<file path="src/rtl/uart_enc_pkg.sv">
// Shared types and ASCII constants for the UART hex-word encoder.
package uart_enc_pkg;

    typedef enum logic [1:0] {
        ST_IDLE,
        ST_CMD,
        ST_HEX,
        ST_TERM
    } state_e;

    localparam logic [7:0] ASCII_R    = 8'h52;
    localparam logic [7:0] ASCII_W    = 8'h57;
    localparam logic [7:0] ASCII_A    = 8'h41;
    localparam logic [7:0] ASCII_S    = 8'h53;
    localparam logic [7:0] ASCII_0    = 8'h30;
    localparam logic [7:0] ASCII_A_LC = 8'h61;

    function automatic logic [7:0] cmd_letter(input logic [1:0] cmd);
        logic [7:0] letter;
        case (cmd)
            2'b00:   letter = ASCII_R;
            2'b01:   letter = ASCII_W;
            2'b10:   letter = ASCII_A;
            default: letter = ASCII_S;
        endcase
        return letter;
    endfunction

endpackage

</file>
<file path="src/rtl/nibble2ascii.sv">
// Converts one 4-bit nibble to its lowercase ASCII hex digit.
module nibble2ascii
    import uart_enc_pkg::*;
(
    input  logic [3:0] i_nibble,
    output logic [7:0] o_ascii
);

    always_comb begin
        if (i_nibble < 4'd10) begin
            o_ascii = ASCII_0 + {4'd0, i_nibble};
        end else begin
            o_ascii = ASCII_A_LC + {4'd0, i_nibble} - 8'd10;
        end
    end

endmodule

</file>
<file path="src/rtl/uart_encoder.sv">
// Serialises a command + 32-bit value into an ASCII frame: letter, hex digits
// (MSB first, optionally without leading zeros) and a terminator byte.
module uart_encoder
    import uart_enc_pkg::*;
#(
    parameter logic [7:0] TERM_CHAR      = 8'h45,
    parameter bit         SUPPRESS_ZEROS = 1'b0
) (
    input  logic        i_clk,
    input  logic        rst,
    input  logic        i_stb,
    input  logic [33:0] i_word,
    output logic        o_busy,
    output logic        o_stb,
    output logic [7:0]  o_data,
    input  logic        i_tx_busy,
    output logic        o_drop
);

    state_e      state_q, state_d;
    logic [31:0] word_q, word_d;
    logic [2:0]  idx_q, idx_d;
    logic [7:0]  data_q, data_d;
    logic        drop_q, drop_d;

    logic [2:0]  first_idx;
    logic [2:0]  nib_sel;
    logic [3:0]  nib;
    logic [7:0]  nib_ascii;
    logic        accept;

    // Highest non-zero nibble of the incoming value; zero maps to index 0.
    always_comb begin
        first_idx = 3'd7;
        if (SUPPRESS_ZEROS) begin
            first_idx = 3'd0;
            for (int i = 0; i < 8; i++) begin
                if (i_word[4*i +: 4] != 4'd0) begin
                    first_idx = 3'(i);
                end
            end
        end
    end

    // The digit loaded into o_data is the one that will be shown next.
    assign nib_sel = (state_q == ST_CMD) ? idx_q : idx_q - 3'd1;
    assign nib     = word_q[{nib_sel, 2'b00} +: 4];

    nibble2ascii u_nibble2ascii (
        .i_nibble (nib),
        .o_ascii  (nib_ascii)
    );

    assign accept = (state_q != ST_IDLE) && !i_tx_busy;

    always_comb begin
        state_d = state_q;
        word_d  = word_q;
        idx_d   = idx_q;
        data_d  = data_q;
        drop_d  = i_stb && (state_q != ST_IDLE);
        case (state_q)
            ST_IDLE: begin
                if (i_stb) begin
                    state_d = ST_CMD;
                    word_d  = i_word[31:0];
                    idx_d   = first_idx;
                    data_d  = cmd_letter(i_word[33:32]);
                end
            end
            ST_CMD: begin
                if (accept) begin
                    state_d = ST_HEX;
                    data_d  = nib_ascii;
                end
            end
            ST_HEX: begin
                if (accept) begin
                    if (idx_q == 3'd0) begin
                        state_d = ST_TERM;
                        data_d  = TERM_CHAR;
                    end else begin
                        idx_d  = idx_q - 3'd1;
                        data_d = nib_ascii;
                    end
                end
            end
            ST_TERM: begin
                if (accept) begin
                    state_d = ST_IDLE;
                    data_d  = 8'h00;
                end
            end
            default: state_d = ST_IDLE;
        endcase
    end

    always_ff @(posedge i_clk or negedge rst) begin
        if (!rst) begin
            state_q <= ST_IDLE;
            word_q  <= '0;
            idx_q   <= '0;
            data_q  <= '0;
            drop_q  <= 1'b0;
        end else begin
            state_q <= state_d;
            word_q  <= word_d;
            idx_q   <= idx_d;
            data_q  <= data_d;
            drop_q  <= drop_d;
        end
    end

    assign o_busy = (state_q != ST_IDLE);
    assign o_stb  = (state_q != ST_IDLE);
    assign o_data = data_q;
    assign o_drop = drop_q;

endmodule
</file>
<file path="config.mk">
export PLATFORM = sky130hd
export DESIGN_NAME = uart_encoder
export DESIGN_NICKNAME = d
export VERILOG_FILES = /design/src/rtl/uart_enc_pkg.sv /design/src/rtl/nibble2ascii.sv /design/src/rtl/uart_encoder.sv
export SDC_FILE = /design/constraint.sdc
export NUM_CORES = 1
export LEC_CHECK = 0
export CAP_MARGIN = 20
export CORE_AREA = 5 5 92 94
export CTS_CLUSTER_SIZE = 16
export DETAILED_ROUTE_END_ITERATION = 10
export DIE_AREA = 0 0 97 99
export PLACE_DENSITY = 0.68
export REMOVE_ABC_BUFFERS = 1
export SYNTH_ARGS = -nofsm -noshare
export SYNTH_HDL_FRONTEND = slang
export SYNTH_SLANG_ARGS = --single-unit
</file>
<file path="constraint.sdc">
create_clock -name i_clk -period 2.9 [get_ports i_clk]
set_input_delay 0.29 -clock i_clk [delete_from_list [all_inputs] [get_ports i_clk]]
set_output_delay 0.29 -clock i_clk [all_outputs]
set_load 0.02 [all_outputs]
</file>
**Yosys cells after proc, flatten, opt, wreduce, memory -nomap -nowiden**

Cells that the tools add are included.
W data, S select, Z words.

- Input port bits: 38
- Output and inout bits: 11
- Logic and storage cells: 53
- Register bits: 46

- Reductions and logical operators: 12
- Muxes and demuxes: 19
- $lt $le $gt $ge: 1
- Equality and inequality tests: 11
- Shifts and indexed selects: 1
- Add/sub/neg operators: 4

Operator list:

| kind | number |
|---|---|
| $mux W8 | 6 |
| $pmux W8 S4 | 1 |
| $shiftx A32 B6 Y4 | 1 |
| $pmux W5 S3 | 1 |
| $mux W3 | 4 |
| $ne A2 B2 Y1 const B | 6 |
| $mux W2 | 5 |
| $add A7 B4 Y8 const A | 1 |
| $pmux W2 S4 | 1 |
| $reduce_and A4 Y1 | 2 |
| $sub A8 B4 Y8 const B | 1 |
| $add A6 B4 Y7 const A | 1 |
| $eq A2 B2 Y1 const B | 3 |
| $pmux W3 S2 | 1 |
| $reduce_and A5 Y1 | 1 |
| $eq A2 B1 Y1 const B | 2 |
| $logic_not A2 Y1 | 2 |
| $lt A4 B4 Y1 const B | 1 |
| $reduce_bool A2 Y1 | 2 |
| $logic_not A3 Y1 | 1 |
| $sub A3 B1 Y3 const B | 1 |
| $logic_and A1 B1 Y1 | 2 |
| $reduce_and A2 Y1 | 1 |
| $logic_not A1 Y1 | 1 |

**Longest topological paths before layout**

- Depth after elaboration: 9
- Gate-level depth with buffers: 15
- Depth with buffers taken out: 12

**By module**

A second synthesis with hierarchy kept.

- Cell total of the unflattened synthesis: 229
- Area, all modules: 2657.5 um^2

Modules (own cells, without submodules):

| module | cells each | seq. area each (um^2) | times used | area each (um^2) |
|---|---|---|---|---|
| uart_encoder | 212 | 1151.1 | 1 | 2534.9 |
| nibble2ascii | 17 | 0.0 | 1 | 122.6 |

**Least setup slack after synthesis**

OpenSTA, ideal clock, no wires.

- Path kind: register to register
- Start point: register idx_q[0]
- End point: register data_q[2], in the netlist o_data[2]
- Library setup time: 0.125 ns
- Period minus slack after synthesis: 2.736 ns
- Arrival time: 2.612 ns
- Path buffers: 3
- Stages on the path, launching flop included: 14
- Path slack: 0.164 ns
- Data required time: 2.775 ns
- Path through: dfrtp_1 > buf_6 > buf_6 > inv_1 > ha_1 > or2_1 > clkbuf_1 > nand2_1 > mux4_2 > mux2i_1 > ha_1 > nor3b_1 > mux2i_1 > a21oi_1

- Longest elaborated chain between the ends: 9
- Elaborated cells on any way between the ends: 13
- Classes of those cells: add/sub: 4; order compare: 1; shift: 1; mux: 6; reduce/logical: 1

Ends and longest elaborated chain:

| what | RTL line | text |
|---|---|---|
| from (decl) | uart_encoder.sv:22 | `logic [2:0] idx_q, idx_d;` |
| from (signal assigned) | uart_encoder.sv:108 | `idx_q <= idx_d;` |
| $sub A3 B1 Y3 | uart_encoder.sv:46 | `assign nib_sel = (state_q == ST_CMD) ? idx_q : idx_q - 3'd1;` |
| $mux W3 | uart_encoder.sv:46 |  |
| $shiftx A32 B6 Y4 | uart_encoder.sv:47 | `assign nib = word_q[{nib_sel, 2'b00} +: 4];` |
| $add A7 B4 Y8 | nibble2ascii.sv:13 | `o_ascii = ASCII_A_LC + {4'd0, i_nibble} - 8'd10;` |
| $sub A8 B4 Y8 | nibble2ascii.sv:13 |  |
| $mux W8 | nibble2ascii.sv:10 | `if (i_nibble < 4'd10) begin` |
| $mux W8 | uart_encoder.sv:79 | `if (idx_q == 3'd0) begin` |
| $mux W8 | uart_encoder.sv:78 | `if (accept) begin` |
| $pmux W8 S4 * | uart_encoder.sv:62 | `case (state_q)` |
| to (signal assigned) | uart_encoder.sv:109 | `data_q <= data_d;` |
| to (decl) | uart_encoder.sv:23 | `logic [7:0] data_q, data_d;` |

Every way passes the cells marked *; elsewhere a longest branch is shown, timed or not. The select of a mux whose other input is x is not followed.
A chain may end at the register's enable or synchronous reset.

**Worst setup path in the final report**

- Start point: register state_q[1]
- End point: register data_q[2], in the netlist o_data[2]

- Longest elaborated chain between the ends: 9
- Elaborated cells on any way between the ends: 22
- Classes of those cells: add/sub: 3; order compare: 1; eq/ne: 7; shift: 1; mux: 6; reduce/logical: 4

Ends and longest elaborated chain:

| what | RTL line | text |
|---|---|---|
| from (decl) | uart_encoder.sv:20 | `state_e state_q, state_d;` |
| from (signal assigned) | uart_encoder.sv:106 | `state_q <= state_d;` |
| $eq A2 B1 Y1 | uart_encoder.sv:46, uart_encoder.sv:62 |  |
| $mux W3 | uart_encoder.sv:46 |  |
| $shiftx A32 B6 Y4 | uart_encoder.sv:47 |  |
| $add A7 B4 Y8 | nibble2ascii.sv:13 |  |
| $sub A8 B4 Y8 | nibble2ascii.sv:13 |  |
| $mux W8 | nibble2ascii.sv:10 |  |
| $mux W8 | uart_encoder.sv:79 |  |
| $mux W8 | uart_encoder.sv:78 |  |
| $pmux W8 S4 | uart_encoder.sv:62 |  |

Parallel ways exist; a longest one is shown, timed or not. The select of a mux whose other input is x is not followed.

==> metrics <==
PnR worst setup slack=241 ps; Final period util=between 90% and 100%; max-slew violations=0; Final ANT Viol Nets=0; RSZ-0062 raised after global routing=no; CP required=a little over 3000 ps; Reg2Reg Launch Point=state_q[1]$_DFFE_PN0P_; syn avg cell area=approximately 11 um2; placed cell areas=about 3100 um2; failing checks=hold timing; Root Buffer=clkbuf_8; FF+latch area=roughly 1100 um2; Static Leak=1.45 nW; hold buffers post-CTS=0; multi-input logic area=between 1000 and 1500 um2; Place WS=147 ps; slowest stage delay, CP=530 ps; Non-Filler Instances=377; area delta synth->final=26.0%; clock buffer depth=2; clk sinks=45; CP Launch Point=state_q[1]$_DFFE_PN0P_; CTS tree=yes; status=finished with violations; vias per cell=4.96; vias in the first global route=about 1,900; DRT Pass-1 Iters=4; initial core utilization=about a third; DR vias=between 1,500 and 2,000; Worst-path clk slew=approximately 80 ps; postcts setup bufs=0; R2R depth=9; synthesis-stage register bit count=between 40 and 50; Total GRT Usage=11.7%; CP Capture Type=flip-flop; DRC Markers=0; P per Cell Area=around 1200 nW/um2; critical path fanouts, max=10; Tot Pwr=approximately 3.8 mW; worst min-delay path class=primary input to asynchronous set/reset pin; Slew @ Worst Pin=748 ps; Worst Skew=5.77 ps; Synth area leader=dfrtp_1; Util after Layout=43.0%; Die Y=between 90 and 100 um; H-tree depth=2; antenna violations before repair=0; Clk Latency, worst-skew pair=between 200 and 300 ps; CP Launch Type=flip-flop; asr flop ratio synth=between 90% and 100%; Min Hold Slack=-25.0 ps; DR WL/cell=around 14 um; Worst EP arrival=2840 ps; post-synth top area share=between 40% and 50%; count leader, synth=dfrtp_1; die area=between 9000 and 10,000 um2; main flop type after synthesis=dfrtp_1; Seq/Total Area, Yosys=between 40% and 50%; Port Buffers=47; worst path cell trace=inv_1, ha_2, xor2_1, mux4_2, mux2i_1, ha_1, nor3b_1, mux2i_1, a21oi_1; share of cells above drive strength 1=roughly a fifth; top cells by count, synth=dfrtp_1, mux2_2, mux2i_1; io pins=49; Final setup viols=0; row cnt=32; cell at the slowest stage of the critical path=mux4_2; max_slew headroom=between 50% and 60%; post-CTS sizing=0; total gr overflow=0; Finished Cell Area=3260 um2; gp weighted congestion=roughly 0.78; largest net degree at the start of global routing=46; Sum Neg Setup Slack=0 ps; max_cap viols=0; worst setup path class=flip-flop to flip-flop; Detail Placement HPWL=about 4100 um; Post-Synthesis Cell Area=roughly 2600 um2; die width=roughly 97 um; Ys Warns=0; Iter 0 DRT Violations=55; final WL=5350 um; cell count after synthesis=between 200 and 250; Synth cell types=47; fill count=~740; number of synthesized flops with an enable pin=0; Peak Freq=approximately 0.38 GHz; core outline area=7570 um2; min Tclk post-route=roughly 2700 ps; final hold vios=21; Layout Nets=320; Placed Cells=approximately 370; clock buffer count from CTS=5; antenna cells=0; maximum vdd ir drop=between 0.3 and 0.4 mV; top cells by area, synth=dfrtp_1, mux2_2, mux2i_1, ha_1, o22ai_1; Crit path top cell by count=mux2i_1; global-route wire length before repair=slightly above 9000 um
routing by layer:
layer | global-route usage, % | up-vias | share of wire, %
met4 | 4.54 | 0 | 1.8
met2 | 18.1 | 41 | 47
met5 | 0 | - | 0
li1 | - | 924 | -
met3 | 3.18 | 8 | 3.6
met1 | 15.7 | 897 | 48
layout by cell type, fill, tap and decap left out, types with 2 or more instances in the layout:
cell type        Yosys  final
clkbuf_8             0      6
ha_1                 7      6
nand2_1             10     10
mux2_2              32     32
a31oi_1              2      2
nor2_1              11     11
nand2b_1             3      3
o21ai_0              5      5
o22a_1               2      2
a21oi_1             10     10
or3_1                2      2
nor3_1               5      5
dfrtp_1             45     45
a211oi_1             2      2
clkdlybuf4s50_1      0     46
nor3b_1              2      2
inv_1               10     10
o22ai_1             11     11
nor3_2               4      4
nand3_1              2      2
nor2b_1              2      2
buf_4                3      3
mux4_2               2      2
mux2i_1             26     26
path summary, 6_finish.rpt:
| check | slack (ps) | end |
|---|---|---|
| worst min-delay path | -30 | o_data[6]$_DFFE_PN0P_ |
| min in group i_clk | 490 | o_data[5]$_DFFE_PN0P_ |
| max in group asynchronous | 2420 | word_q[14]$_DFFE_PN0P_ |
| worst max register to register | 240 | o_data[2]$_DFFE_PN0P_ |
| worst max-delay path | 240 | o_data[2]$_DFFE_PN0P_ |
| worst min register to register | 490 | o_data[5]$_DFFE_PN0P_ |
final cells by class:
| class | instances | area share [%] |
|---|---|---|
| Tap cell | 102 | 3.92 |
| Clock buffer | 7 | 2.65 |
| Timing Repair Buffer | 52 | 16.4 |
| Multi-Input combinational cell | 161 | 41.3 |
| Inverter | 10 | 1.15 |
| Sequential cell | 45 | 34.6 |
worst max-delay path, delay by kind of cell, from the launching register on:
family	cells	cell delay, ps
xor+xnor	1	290
mux	3	950
compound gates	1	80
fa+ha+maj	2	480
flops	1	410
simple gates	1	230
buf+inv	1	110
sequential cells by signal, indices dropped and copies added, names as in the netlist:
signal	flops
idx_q	3
o_data	7
o_drop	1
state_q	2
word_q	32
report_power, final:
part	switching, mW	leakage (nW)	total (mW)	internal, mW
sequential	0.218	0.531	1.16	0.944
combinational	1.13	0.874	2.22	1.09
clock	0.202	0.0443	0.391	0.189
total	1.55	1.45	3.77	2.22
kinds of logic after synthesis:
logic type,count (synthesis),share of synthesized area (%)
compound gates,42,10.6
other cells,1,0.145
xor+xnor,3,1.31
buf+inv,22,4.55
flops,45,43.6
mux,60,25.8
fa+ha+maj,7,3.39
simple gates,48,10.7
(Power assumes the default switching activity.)
